File: config.mk
export PLATFORM = sky130hd
export DESIGN_NAME = bfp_denormalizer
export DESIGN_NICKNAME = d
export VERILOG_FILES = /design/src/rtl/bfp_pkg.sv /design/src/rtl/bfp_shift_right.sv /design/src/rtl/bfp_denormalizer.sv
export SDC_FILE = /design/constraint.sdc
export NUM_CORES = 1
export LEC_CHECK = 0
export BUFFER_PORTS_ARGS = -buffer_cell sky130_fd_sc_hd__buf_2
export CAP_MARGIN = 40
export CORE_MARGIN = 10
export CORE_UTILIZATION = 35
export CTS_BUF_LIST = sky130_fd_sc_hd__clkbuf_4
export DETAILED_ROUTE_END_ITERATION = 8
export PLACE_DENSITY = 0.6
export SLEW_MARGIN = 20
export SYNTH_ARGS = -nofsm -noshare
export SYNTH_HDL_FRONTEND = slang
export SYNTH_HIERARCHICAL = 1
export SYNTH_SLANG_ARGS = --single-unit
File: constraint.sdc
create_clock -name clk -period 7.5 [get_ports clk]
set_input_delay 0.375 -clock clk [delete_from_list [all_inputs] [get_ports clk]]
set_output_delay 0.375 -clock clk [all_outputs]
set_load 0.1 [all_outputs]
File: src/rtl/bfp_pkg.sv
// Shared definitions for the block-floating-point denormalizer slice.
//   exp_width()  : exponent field width for a given mantissa width, clog2(WIDTH+1)
//   bfp_state_e  : block framing states (BLK_START, BLK_BODY)
//   ROUND_EN     : 1 when built with BFP_DENORM_ROUND_EN (round-half-up),
//                  0 otherwise (plain truncation / floor)
// Configuration macro: BFP_DENORM_ROUND_EN
package bfp_pkg;

  function automatic int exp_width(input int width);
    return $clog2(width + 1);
  endfunction

  typedef enum logic [0:0] {
    BLK_START = 1'b0,
    BLK_BODY  = 1'b1
  } bfp_state_e;

`ifdef BFP_DENORM_ROUND_EN
  localparam bit ROUND_EN = 1'b1;
`else
  localparam bit ROUND_EN = 1'b0;
`endif

endpackage

File: src/rtl/bfp_shift_right.sv
// Per-lane combinational right shift that restores the original scale of a
// normalized mantissa.
// Ports:
//   sample   in  WIDTH  normalized mantissa
//   exponent in  EXP_W  shift amount; values above WIDTH act as WIDTH
//   result   out WIDTH  shifted sample
// IS_SIGNED=1 shifts arithmetically, IS_SIGNED=0 zero-fills.
// With BFP_DENORM_ROUND_EN (see bfp_pkg) 2^(e-1) is added before the shift.
module bfp_shift_right
  import bfp_pkg::*;
#(
  parameter int WIDTH     = 16,
  parameter int IS_SIGNED = 1,
  parameter int EXP_W     = exp_width(WIDTH)
) (
  input  logic [WIDTH-1:0] sample,
  input  logic [EXP_W-1:0] exponent,
  output logic [WIDTH-1:0] result
);

  localparam logic [EXP_W-1:0] E_MAX = EXP_W'(WIDTH);
  localparam logic [WIDTH:0]   ONE   = (WIDTH + 1)'(1);

  logic [EXP_W-1:0] e_c;
  logic [WIDTH:0]   ext;
  logic [WIDTH:0]   rnd;
  logic [WIDTH:0]   sum;

  // The sample is widened by one bit so the rounding increment can never
  // overflow; the top bit is the sign in signed mode and zero otherwise.
  always_comb begin
    e_c = (exponent > E_MAX) ? E_MAX : exponent;
    ext = {((IS_SIGNED != 0) & sample[WIDTH-1]), sample};
    rnd = '0;
    if (ROUND_EN && (e_c != '0)) begin
      rnd = ONE << (e_c - EXP_W'(1));
    end
    sum = ext + rnd;
    if (IS_SIGNED != 0) begin
      result = WIDTH'($signed(sum) >>> e_c);
    end else begin
      result = WIDTH'(sum >> e_c);
    end
    // A full-width shift with rounding always lands on zero by definition.
    if (ROUND_EN && (e_c == E_MAX)) begin
      result = '0;
    end
  end

endmodule

File: src/rtl/bfp_denormalizer.sv
// Block-floating-point decoder. Each accepted I/Q pair is shifted right by the
// block exponent latched on the first sample of its block; later samples whose
// exponent_in disagrees are flagged but still use the latched exponent.
// Ports:
//   clk, rst_n           clock, asynchronous active-low reset
//   i_in, q_in           normalized mantissas (WIDTH)
//   exponent_in          block exponent (EXP_W = clog2(WIDTH+1))
//   valid_in / ready_in  input handshake, ready_in = !valid_out || ready_out
//   i_out, q_out         denormalized samples, registered (1 cycle latency)
//   valid_out/ready_out  output handshake
//   last_out             final sample of a block (index BLOCK_SIZE-1)
//   exp_err_out          sample exponent differed from the block exponent
// Configuration macro: BFP_DENORM_ROUND_EN (round-half-up instead of truncate).
module bfp_denormalizer
  import bfp_pkg::*;
#(
  parameter int WIDTH      = 16,
  parameter int BLOCK_SIZE = 256,
  parameter int IS_SIGNED  = 1,
  parameter int EXP_W      = exp_width(WIDTH)
) (
  input  logic             clk,
  input  logic             rst_n,
  input  logic [WIDTH-1:0] i_in,
  input  logic [WIDTH-1:0] q_in,
  input  logic [EXP_W-1:0] exponent_in,
  input  logic             valid_in,
  output logic             ready_in,
  output logic [WIDTH-1:0] i_out,
  output logic [WIDTH-1:0] q_out,
  output logic             valid_out,
  input  logic             ready_out,
  output logic             last_out,
  output logic             exp_err_out
);

  localparam int CNT_W = (BLOCK_SIZE > 2) ? $clog2(BLOCK_SIZE) : 1;
  localparam logic [CNT_W-1:0] CNT_LAST = CNT_W'(BLOCK_SIZE - 1);

  bfp_state_e       state;
  logic [CNT_W-1:0] cnt;
  logic [EXP_W-1:0] exp_q;

  logic             accept;
  logic [EXP_W-1:0] use_exp;
  logic             smp_err;
  logic             smp_last;
  logic [WIDTH-1:0] i_shift;
  logic [WIDTH-1:0] q_shift;

  assign ready_in = !valid_out || ready_out;
  assign accept   = valid_in && ready_in;

  // The first sample of a block uses its own exponent directly; every later
  // sample uses the latched block exponent and is compared against it.
  always_comb begin
    use_exp  = exp_q;
    smp_err  = 1'b0;
    smp_last = 1'b0;
    if (state == BLK_START) begin
      use_exp = exponent_in;
    end else begin
      smp_err  = (exponent_in != exp_q);
      smp_last = (cnt == CNT_LAST);
    end
  end

  bfp_shift_right #(
    .WIDTH    (WIDTH),
    .IS_SIGNED(IS_SIGNED),
    .EXP_W    (EXP_W)
  ) u_shift_i (
    .sample  (i_in),
    .exponent(use_exp),
    .result  (i_shift)
  );

  bfp_shift_right #(
    .WIDTH    (WIDTH),
    .IS_SIGNED(IS_SIGNED),
    .EXP_W    (EXP_W)
  ) u_shift_q (
    .sample  (q_in),
    .exponent(use_exp),
    .result  (q_shift)
  );

  // Block framing: only accepted samples advance the counter and state.
  always_ff @(posedge clk or negedge rst_n) begin
    if (!rst_n) begin
      state <= BLK_START;
      cnt   <= '0;
      exp_q <= '0;
    end else if (accept) begin
      if (state == BLK_START) begin
        exp_q <= exponent_in;
        cnt   <= CNT_W'(1);
        state <= BLK_BODY;
      end else if (smp_last) begin
        cnt   <= '0;
        state <= BLK_START;
      end else begin
        cnt <= cnt + CNT_W'(1);
      end
    end
  end

  // Output register: loads on accept, drops valid after a handshake with no
  // replacement, and otherwise holds everything stable under backpressure.
  always_ff @(posedge clk or negedge rst_n) begin
    if (!rst_n) begin
      i_out       <= '0;
      q_out       <= '0;
      valid_out   <= 1'b0;
      last_out    <= 1'b0;
      exp_err_out <= 1'b0;
    end else if (accept) begin
      i_out       <= i_shift;
      q_out       <= q_shift;
      valid_out   <= 1'b1;
      last_out    <= smp_last;
      exp_err_out <= smp_err;
    end else if (ready_out) begin
      valid_out <= 1'b0;
    end
  end

endmodule

== Yosys cells after proc, flatten, opt, wreduce, memory -nomap -nowiden ==
Cells that the tools add are included.
Storage, ports and cells
  bits in registers: 49
  input port bits: 41
  output and inout port bits: 36
Cells by class
  add/sub/neg operators: 1
  magnitude comparators: 1
  equality and inequality tests: 2
  shift-type cells: 2
  multiplexer cells: 10
  reduce and logical (&&, ||, !) cells: 4
Operator list (number)
  >>> shifter 16 x 5 -> 16 bit: 2
  two-way mux 8 bit: 2
  two-way mux 5 bit: 2
  adder 8 x 1 -> 8 bit (second input constant): 1
  == test 8 bit (second input constant): 1
  two-way mux 1 bit: 6
  > comparator 5 bit (second input constant): 1
  inequality test 5 bit: 1
  nonzero test 2 bit: 1
  logical AND 1 bit: 1
  logical NOT 1 bit: 1
  logical OR 1 bit: 1

== Depth between registers and ports, before layout ==
Gate-level depths: netlist of the first run.
  word-level depth: 4
  depth in mapped cells: 11
  mapped depth without buffers: 7

== By module ==
Netlist of the first run, hierarchy kept.
Modules (own cells, without submodules)
  bfp_denormalizer: instances 1, cells an instance 155, area each 2215.9 um^2, seq. area each 1226.2 um^2
  bfp_shift_right: instances 2, cells an instance 134, area each 919.6 um^2, seq. area each 0.0 um^2

== Worst setup path after synthesis of the first run ==
No wires, ideal clock.
  kind: register -> register
  start point: reg state
  end point: reg i_out[0]
  setup time: 126 ps
  arrival: 2474 ps
  required time: 7374 ps
  slack: 4899 ps
  stages on the path, launching flop included: 11
  clock period less this slack: 2601 ps
  path through: dfrtp_1 > clkbuf_1 > mux2_2 > buf_6 > nor2b_4 > buf_6 > mux4_2 > o2111ai_2 > nor2_1 > a211o_1 > mux2_4
Between the ends
  word-level cells in the longest chain between the ends: 4
RTL lines
  start, declared: RTL line bfp_denormalizer.sv:40  | bfp_state_e state;
  start signal, assigned: RTL line bfp_denormalizer.sv:91  | state <= BLK_START;
  start signal, assigned: RTL line bfp_denormalizer.sv:98  | state <= BLK_BODY;
  start signal, assigned: RTL line bfp_denormalizer.sv:101  | state <= BLK_START;
  two-way mux 5 bit (*)
  net use_exp[4]: RTL line bfp_denormalizer.sv:45  | logic [EXP_W-1:0] use_exp;
  > comparator 5 bit: RTL line bfp_shift_right.sv:32  | e_c = (exponent > E_MAX) ? E_MAX : exponent;
  two-way mux 5 bit (*): RTL line bfp_shift_right.sv:32
  >>> shifter 16 x 5 -> 16 bit (*): RTL line bfp_shift_right.sv:40  | result = WIDTH'($signed(sum) >>> e_c);
  net i_shift[0]: RTL line bfp_denormalizer.sv:48  | logic [WIDTH-1:0] i_shift;
  end signal, assigned: RTL line bfp_denormalizer.sv:118  | i_out <= i_shift;
  end, declared: RTL line bfp_denormalizer.sv:29  | output logic [WIDTH-1:0] i_out,
The timed path passes the listed nets; every way through them passes the cells marked *.
A chain may end at the register's enable or synchronous reset.

== Worst setup path in the final report of the first run ==
  start point: reg state
  end point: reg q_out[0]
Between the ends
  word-level cells in the longest chain between the ends: 4
RTL lines
  two-way mux 5 bit (*)
  net use_exp[1]: RTL line bfp_denormalizer.sv:45
  > comparator 5 bit: RTL line bfp_shift_right.sv:32
  two-way mux 5 bit (*): RTL line bfp_shift_right.sv:32
  >>> shifter 16 x 5 -> 16 bit (*): RTL line bfp_shift_right.sv:40
  net q_shift[0]: RTL line bfp_denormalizer.sv:49  | logic [WIDTH-1:0] q_shift;
  end signal, assigned: RTL line bfp_denormalizer.sv:119  | q_out <= q_shift;
  end, declared: RTL line bfp_denormalizer.sv:30  | output logic [WIDTH-1:0] q_out,
Marks and branches as above.

==> results of run 1 <==
[metal layers]
layer,wire length (um),track usage
met5,0,0
met4,177,0.0371
met3,947,0.0298
met2,5400,0.218
met1,5100,0.186
[flip-flops by register name, summed over array words and instances (netlist names)]
signal / count
q_out: 16
exp_err_out: 1
valid_out: 1
last_out: 1
state: 1
i_out: 16
cnt: 8
exp_q: 5
[cells in the final DEF, fill, tap and decap left out, types with 3 or more instances in the layout]
master      n
a211o_1     3
a211oi_1    8
a21oi_1    18
a22o_1      3
a31oi_1    12
a32o_1      4
and2_1      4
and3_1      4
buf_2      76
clkbuf_4    5
dfrtp_1    49
inv_1      13
mux2_2     29
mux2_4     19
mux2i_1    25
mux4_2     10
nand2_1    34
nand2b_1    7
nand3_1    17
nand3b_1    7
nand4_1     3
nor2_1     23
nor2b_1    12
nor3_1      4
nor3b_1     4
o2111ai_1   4
o21ai_0    32
o221ai_1    4
xnor2_1     3
[Yosys cell counts (all sizes together) (5+ instances only)]
cell     number
mux2         50
dfrtp        49
nand2        34
o21ai        32
mux2i        25
buf          23
nor2         23
a21oi        18
nand3        17
clkbuf       16
nor2b        14
inv          13
a31oi        12
mux4         10
a211oi        8
nand2b        8
nand3b        7
o2111ai       6
and2          5
[worst register-to-register path, stage by stage, from the launching register on]
cell       delay, ns
dfrtp_1         0.71
mux2_2          0.80
nor2b_4         0.57
mux4_2          0.59
o2111ai_2       0.20
nor2_1          0.06
a211o_1         0.26
mux2_2          0.26
[cell families (layout without fill, tap and decap cells)]
logic type                 Yosys count  count (layout)
adders and majority gates            1               1
xor gates and xnor gates             5               5
and+or+nand+nor                    126             126
buffers and inverters               52              98
AOI/OAI and AO/OA                  105             105
other                                0               1
muxes                               85              85
DFF                                 49              49
[final timing paths]
check / end / slack, ns / cells after the start
max: q_out[0]$_DFFE_PN0P_ / 3.97 / 7
min: q_out[5]$_DFFE_PN0P_ / 0.09 / 2
max reg2reg: q_out[0]$_DFFE_PN0P_ / 3.97 / 7
min reg2reg: last_out$_DFFE_PN0P_ / 0.50 / 1
max in group asynchronous: i_out[0]$_DFFE_PN0P_ / 6.99 / 2
min in group clk: valid_out$_DFFE_PN0P_ / 0.32 / 2
[through the flow]
stage          setup WS (ns)  std cells  hold slack (ns)   util  area [sq um]
4_1_cts                 4.03        612            0.102  0.392          4450
6_report                3.97        613           0.0863  0.392          4460
5_1_grt                 3.76        613            0.124  0.392          4460
3_3_place_gp            4.10        604            0.457  0.385          4370
3_5_place_dp            4.03        604            0.472  0.385          4370
2_1_floorplan           4.90        423           0.0794      -          4060
[area by class of cell]
type | instances | area, sq um | share of cell area
sequential | 49 | 1230 | 0.275
inverter | 13 | 48.8 | 0.0110
timing repair buffer | 77 | 388 | 0.0871
multi-input combinational | 322 | 2530 | 0.568
clock inverter | 3 | 41.3 | 0.00927
antenna | 1 | 2.50 | 0.000562
clock buffer | 5 | 37.5 | 0.00842
tap | 143 | 179 | 0.0402
==> flow_metrics.tcl, run 1 <==
set metrics [dict create \
    synth-edff-count 0 \
    critPathMostFrequentCell "mux2_2" \
    synth_fp_nets 465 \
    synth_top_family_by_area "multiplexers" \
    setup_violations 0 \
    max_cap_viol_count 0 \
    n_fill_cell 1124 \
    slowest_delay_ns 0.79 \
    fin_crit_ns 3.53 \
    crit_start "state$_DFFE_PN0P_" \
    postCtsSetupRepairBufs 0 \
    cp.arrival_ns 3.81 \
    clk_latency_ns 0.37 \
    initialDrtViolationCount 280 \
    post-dp-hpwl_mm 8.70 \
    fp.dieH_um 128 \
    synth_warnings 6 \
    maxSlewHeadroom 0.476 \
    yosys.area_share.adder 0.00309 \
    syn_area_sq_um 4060 \
    start_util 0.357 \
    yosysTopAreaCell "dfrtp_1" \
    fin_skew_ns 0.00723 \
    grt_pass1_wl_mm 18.7 \
    finalNetCount 510 \
    worstPathMaxFanout 47 \
    grt_usage 0.138 \
    ant_nets 0 \
    rows 39 \
    end_kind "flop" \
    die_area_sq_um 16300 \
    cts_tree "done" \
    synthMuxAreaShare 0.274 \
    synth.ff_latch_count 49 \
    drc 0 \
    numCtsBuffers 5 \
    path_clk_slew_ns 0.15 \
    avgSynthCellArea_sq_um 9.59 \
    die_x_um 128 \
    synth_compound_gate_area_share 0.174 \
    startpoint_type "flop" \
    grt_pass1_vias 3434 \
    drtPass1Iterations 8 \
    cts_sinks 49 \
    r2r_start "state$_DFFE_PN0P_" \
    grt_setup_unrepaired "false" \
    drive_gt1_frac 0.320 \
    report.final.slew_viol_count 0 \
    required_ns 7.78 \
    synth-xor-area-share 0.0108 \
    synth_flop_cell "dfrtp_1" \
    gp_congestion 0.929 \
    async_reset_ff_frac 1.00 \
    hold_class "input pin to asynchronous set/reset pin" \
    fmax_ghz 0.283 \
    routedWlPerCell_um 19.0 \
    cts_root_buf "clkbuf_4" \
    netlist_instances 423 \
    port_buffers 76 \
    grt_start_max_net_pins 50 \
    antenna_found_initial 1 \
    route.vias.total 3575 \
    path_cells "mux2_2 > nor2b_4 > mux4_2 > o2111ai_2 > nor2_1 > a211o_1 > mux2_2" \
    postCtsResizedCells 0 \
    cpLargestDelayFamily "multiplexers" \
    core_area_sq_um 11400 \
    max_slew.worst_pin.slew_ns 0.785 \
    ys_seq_area_frac 0.302 \
    synth_area_leaders "dfrtp_1 (30%), mux2_2 (8.1%), mux2_4 (7.0%)" \
    post-route-period-util 0.471 \
    synth.distinct_cells 49 \
    h-tree-depth 2 \
    cts_buffer_depth 2 \
    outcome "complete, no violations" \
    hold_viol 0 \
    grt.overflow.total 0 \
    ioPinCount 77 \
    crit_buf_inv 0 \
    drt_wl_total_mm 11.6 \
    netlist.area_leader.share 0.302 \
    crit_slowest_cell "mux2_2" \
    synth-simple-area-share 0.163 \
    area_growth_pct 9.87 \
    cts_hold_buffers 0 \
    crit_type "flop to flop" \
    vias_per_cell 5.83 \
    finalSetupTns_ns 0 \
]
Power of run 1 is left out: the tool's default activity adds up to more than one toggle a clock period on the data nets, which glitch-free logic cannot reach.
==> inputs of run 2 (changes only) <==
clock period = 3.5 ns   (was 7.5 ns; I/O delays follow)
==> run 2 against run 1 <==
- die area did not move
- core utilization is 1.1 points higher
- sequential share of layout area shrank 0.77 points
- design area increased by 2.9%
- clock skew grew 0.0073 ns
- routed wire length up 2.0%
- setup slack worse by 3.3 ns
- flip-flop and latch count stayed put
- clock-buffer cell count rose by 1
- critical path depth is the same
- non-clock buffer count up 15
- critical path type unchanged
- largest cell class unchanged
==> flow_metrics.tcl, run 2 (synthesis gave the netlist of run 1 again) <==
set metrics [dict create \
    ant_nets 0 \
    post-dp-hpwl_mm 8.97 \
    mostFrequentLayoutCell "buf_2" \
    fin_crit_ns 2.84 \
    grt_pass1_wl_mm 18.9 \
    cp.arrival_ns 3.11 \
    port_buffers 76 \
    post-route-period-util 0.812 \
    gr-usage-met1 0.192 \
    end_kind "flop" \
    area_growth_pct 13.0 \
    cts_tree "done" \
    fin_skew_ns 0.0145 \
    crit_buf_inv 1 \
    outcome "complete, no violations" \
    fin_area_sq_um 4580 \
    grt.busiest_layer "met2" \
    cts_root_buf "clkbuf_4" \
    grt.overflow.total 0 \
    report.final.slew_viol_count 0 \
    worstPathMaxFanout 20 \
    routedWlPerCell_um 18.9 \
    setup_violations 0 \
    hold_viol 0 \
    gp_congestion 0.947 \
    core_area_sq_um 11400 \
    max_cap_viol_count 0 \
    die_area_sq_um 16300 \
    crit_type "flop to flop" \
    final_cell_mix "buf_2 (76), dfrtp_1 (49), nand2_1 (34), o21ai_0 (32), mux2_2 (29)" \
    reg_top3 "i_out x16, q_out x16, cnt x8" \
    met2_usage 0.213 \
    fp.dieH_um 128 \
    drt_wl_total_mm 11.9 \
    rows 39 \
    met3_usage 0.0318 \
    worst_slack_ns 0.658 \
    place_ws_ns 0.696 \
    placed_area_sq_um 4470 \
    drive_gt1_frac 0.339 \
    route.vias.total 3598 \
    cts_buffer_depth 2 \
    initialDrtViolationCount 405 \
    max_slew.worst_pin.slew_ns 0.652 \
    startpoint_type "flop" \
    drc 0 \
    finalSetupTns_ns 0 \
    antenna_found_initial 1 \
    grt_setup_unrepaired "false" \
    fmax_ghz 0.352 \
    numCtsBuffers 5 \
    clk_latency_ns 0.38 \
    grt_pass1_vias 3509 \
    grt_usage 0.140 \
    postCtsResizedCells 0 \
    h-tree-depth 2 \
    path_clk_slew_ns 0.14 \
    maxSlewHeadroom 0.566 \
    required_ns 3.77 \
    path_cells "mux2_2 > nand2b_1 > inv_1 > mux4_2 > a22oi_1 > nand2_1 > mux2_4" \
    grt_start_max_net_pins 39 \
    start_util 0.357 \
    die_x_um 128 \
    fin_cells 628 \
    dp.cells 617 \
    vias_per_cell 5.73 \
    crit_slowest_cell "mux4_2" \
    drtPass1Iterations 5 \
    cpLargestDelayFamily "multiplexers" \
    reg2reg_slack_ns 0.66 \
    finalNetCount 525 \
    cts_sinks 49 \
    hold_class "input pin to flop" \
    slowest_delay_ns 0.54 \
    ioPinCount 77 \
]
-- run 2: per-layer routing --
layer | part of all wire | vias up
met5 | 0 | -
met4 | 0.0096 | 0
met3 | 0.084 | 5
met2 | 0.46 | 167
met1 | 0.44 | 1730
li1 | - | 1696
-- run 2: path summary, 6_finish.rpt --
path,startpoint,endpoint,cells past startpoint
setup / recovery,state$_DFFE_PN0P_,i_out[3]$_DFFE_PN0P_,7
hold / removal,valid_in,valid_out$_DFFE_PN0P_,2
min in group asynchronous,rst_n,q_out[0]$_DFFE_PN0P_,2
setup reg to reg,state$_DFFE_PN0P_,i_out[3]$_DFFE_PN0P_,7
max in group asynchronous,rst_n,i_out[1]$_DFFE_PN0P_,4
hold reg to reg,last_out$_DFFE_PN0P_,last_out$_DFFE_PN0P_,1
-- run 2: final cells by class --
cell class | count | area [sq um]
Sequential cell | 49 | 1230
Timing Repair Buffer | 92 | 515
Multi-Input combinational cell | 322 | 2530
Antenna cell | 1 | 2.50
Clock inverter | 2 | 33.8
Fill cell | 1152 | 6790
Tap cell | 143 | 179
Clock buffer | 6 | 45.0
Inverter | 13 | 48.8
-- run 2: repair_timing --
| item | CTS | global route |
|---|---|---|
| hold buffers | 1 | 0 |
| hold endpoints to repair | 33 | 0 |
| setup buffers | 0 | 0 |
| endpoints found under the setup margin | 0 | 0 |
-- run 2: per-stage QoR --
step	hold slack [ns]	util
6_report	0.120	0.403
4_1_cts	0.0983	0.401
3_3_place_gp	0.310	0.393
2_1_floorplan	-0.121	-
5_1_grt	0.116	0.403
3_5_place_dp	0.318	0.393
Power of run 2 is left out for the same reason.
==> inputs of run 3 (changes only) <==
ABC_AREA = 1   (was default)
clock period = 3 ns   (was 3.5 ns; I/O delays follow)
==> run 3 against run 2 <==
- flip-flop and latch count is the same
- via count grew 17%
- clock-buffer cell count shrank 1
- critical path type unchanged
- area after synthesis shrank 4.9%
==> flow_metrics.tcl, run 3 <==
set metrics [dict create \
    drc 0 \
    initialDrtViolationCount 318 \
    netlist.area_leader.share 0.318 \
    routedWlPerCell_um 13.5 \
    p_leak_nw 2.50 \
    fin_crit_ns 2.46 \
    clk_latency_ns 0.36 \
    rows 38 \
    postCtsSetupRepairBufs 0 \
    end_kind "flop" \
    outcome "complete, no violations" \
    ioPinCount 77 \
    peakVddDrop_mv 0.750 \
    post-dp-hpwl_mm 8.62 \
    cts_root_buf "clkbuf_4" \
    cts_sinks 49 \
    max_cap_viol_count 0 \
    cp.arrival_ns 2.71 \
    required_ns 3.26 \
    synth_commonest_cells "nand2_1 (303), nand3_1 (138), dfrtp_1 (49)" \
    n_fill_cell 1186 \
    worstPathMaxFanout 18 \
    grt.overflow.total 0 \
    yosysMostFrequentCell "nand2_1" \
    num_antenna_cells 0 \
    finalSetupTns_ns 0 \
    power_density_nw_per_um2 927 \
    startpoint_type "flop" \
    netlist_instances 628 \
    core_area_sq_um 10800 \
    port_buffers 76 \
    antenna_found_initial 0 \
    total_power_w 0.00406 \
    holdPathStages 4 \
    grt_usage 0.141 \
    reg2reg_depth 14 \
    synth.ff_latch_count 49 \
    drt_wl_total_mm 11.3 \
    p_switching_w 0.00248 \
    report.final.slew_viol_count 0 \
    max_slew.worst_pin.slew_ns 0.787 \
    multi_input_area_sq_um 2260 \
    pwr-share-clk 0.096 \
    grt_start_max_net_pins 45 \
    power_frac_comb 0.669 \
    syn_area_sq_um 3860 \
    post-route-period-util 0.819 \
    finalNetCount 737 \
    route.vias.total 4206 \
    fin_skew_ns 0.0164 \
    synth-edff-count 0 \
    vias_per_cell 5.03 \
    grt_pass1_vias 4186 \
    ys_seq_area_frac 0.318 \
    swShare 0.610 \
    ant_nets 0 \
    final_cell_mix "nand2_1 (303), nand3_1 (138), buf_2 (76), dfrtp_1 (49), inv_1 (35)" \
    avgSynthCellArea_sq_um 6.14 \
    seq_area_sq_um 1230 \
    crit_type "flop to flop" \
    async_reset_ff_frac 1.00 \
    h-tree-depth 2 \
    mostFrequentLayoutCell "nand2_1" \
    fin_cells 836 \
    numCtsBuffers 5 \
    synth.distinct_cells 27 \
    reg_top3 "i_out x16, q_out x16, cnt x8" \
    grt_pass1_wl_mm 19.4 \
    drtPass1Iterations 5 \
    gp_congestion 0.913 \
    yosysTopAreaCell "dfrtp_1" \
    cts_buffer_depth 2 \
    power.internal_w 0.00158 \
    path_clk_slew_ns 0.16 \
    synth_area_leaders "dfrtp_1 (32%), nand2_1 (29%), nand3_1 (18%)" \
    synth_flop_cell "dfrtp_1" \
    cts_tree "done" \
    reg2reg_slack_ns 0.54 \
    fp.dieH_um 125 \
    area_growth_pct 13.7 \
    hold_class "input pin to flop" \
    hold_viol 0 \
    grt_setup_unrepaired "false" \
    setup_violations 0 \
    fmax_ghz 0.407 \
    dp.cells 826 \
    die_area_sq_um 15600 \
    die_x_um 125 \
    start_util 0.357 \
    drive_gt1_frac 0.172 \
    synth_warnings 6 \
    synth_fp_nets 670 \
    maxSlewHeadroom 0.473 \
    p_seq_frac 0.235 \
]
==> run 3: timing repair <==
action | in CTS | in global routing
hold buffers | 1 | 0
gates resized for setup | 0 | 0
hold endpoints to repair | 35 | 0
==> run 3: power groups by stage <==
| stage | sequential, W | combinational [W] | clock (W) |
|---|---|---|---|
| floorplan | 0.00206 | 0.00113 | 0 |
| global placement | 0.000968 | 0.00272 | 0 |
| detailed placement | 0.000966 | 0.00272 | 0 |
| CTS | 0.000956 | 0.00273 | 0.000406 |
| global route | 0.000982 | 0.00296 | 0.000429 |
| finish | 0.000955 | 0.00272 | 0.000390 |
==> run 3: area by class of cell <==
cell class              count  share of cell area
clock inverters             3             0.00942
multi-input cells         511               0.516
flip-flops and latches     49               0.280
repair buffers             88               0.111
inverters                  40              0.0354
well taps                 140              0.0399
clock buffers               5             0.00856
==> run 3: kinds of logic after synthesis <==
kind of cell | Yosys count | share of synthesized area
simple gates | 480 | 0.539
fa+ha+maj | 1 | 0.00324
compound gates | 27 | 0.0373
flops | 49 | 0.318
buf+inv | 68 | 0.0957
xor+xnor | 3 | 0.00682
==> run 3: final timing paths <==
path                                            from                     to
worst max-delay path               state$_DFFE_PN0P_   i_out[0]$_DFFE_PN0P_
min in group asynchronous                      rst_n   q_out[3]$_DFFE_PN0P_
worst min-delay path                       ready_out  valid_out$_DFFE_PN0P_
max in group asynchronous                      rst_n   i_out[1]$_DFFE_PN0P_
worst min register to register  q_out[5]$_DFFE_PN0P_   q_out[5]$_DFFE_PN0P_
worst max register to register     state$_DFFE_PN0P_   i_out[0]$_DFFE_PN0P_
==> run 3: per-layer routing <==
layer / vias to the layer above / part of all wire / GRT usage
met5: - / 0 / 0
met4: 0 / 0.022 / 0.0427
met3: 25 / 0.047 / 0.0300
met2: 127 / 0.47 / 0.239
met1: 1920 / 0.46 / 0.175
li1: 2134 / - / -
==> run 3: critical path: stages, from the launching register on <==
cell	delay, ns
dfrtp_1	0.59
o21ai_0	0.16
buf_4	0.19
nor2_1	0.13
nand2_2	0.08
nand2_4	0.20
nand2_4	0.19
inv_4	0.19
nand3_1	0.12
nand3_1	0.11
nand3_1	0.09
nand3_1	0.10
nand2_1	0.06
nand2_1	0.08
nand2_1	0.05
==> run 3: through the flow <==
stage	hold WS [ns]	util	area, sq um	worst slack (ns)
floorplan	-0.146	-	3860	0.390
global placement	0.285	0.396	4280	0.589
detailed placement	0.297	0.396	4280	0.602
CTS	0.0441	0.404	4370	0.529
global route	0.0597	0.406	4390	0.238
finish	0.0605	0.406	4390	0.544
Power figures use the tool's default switching activity.
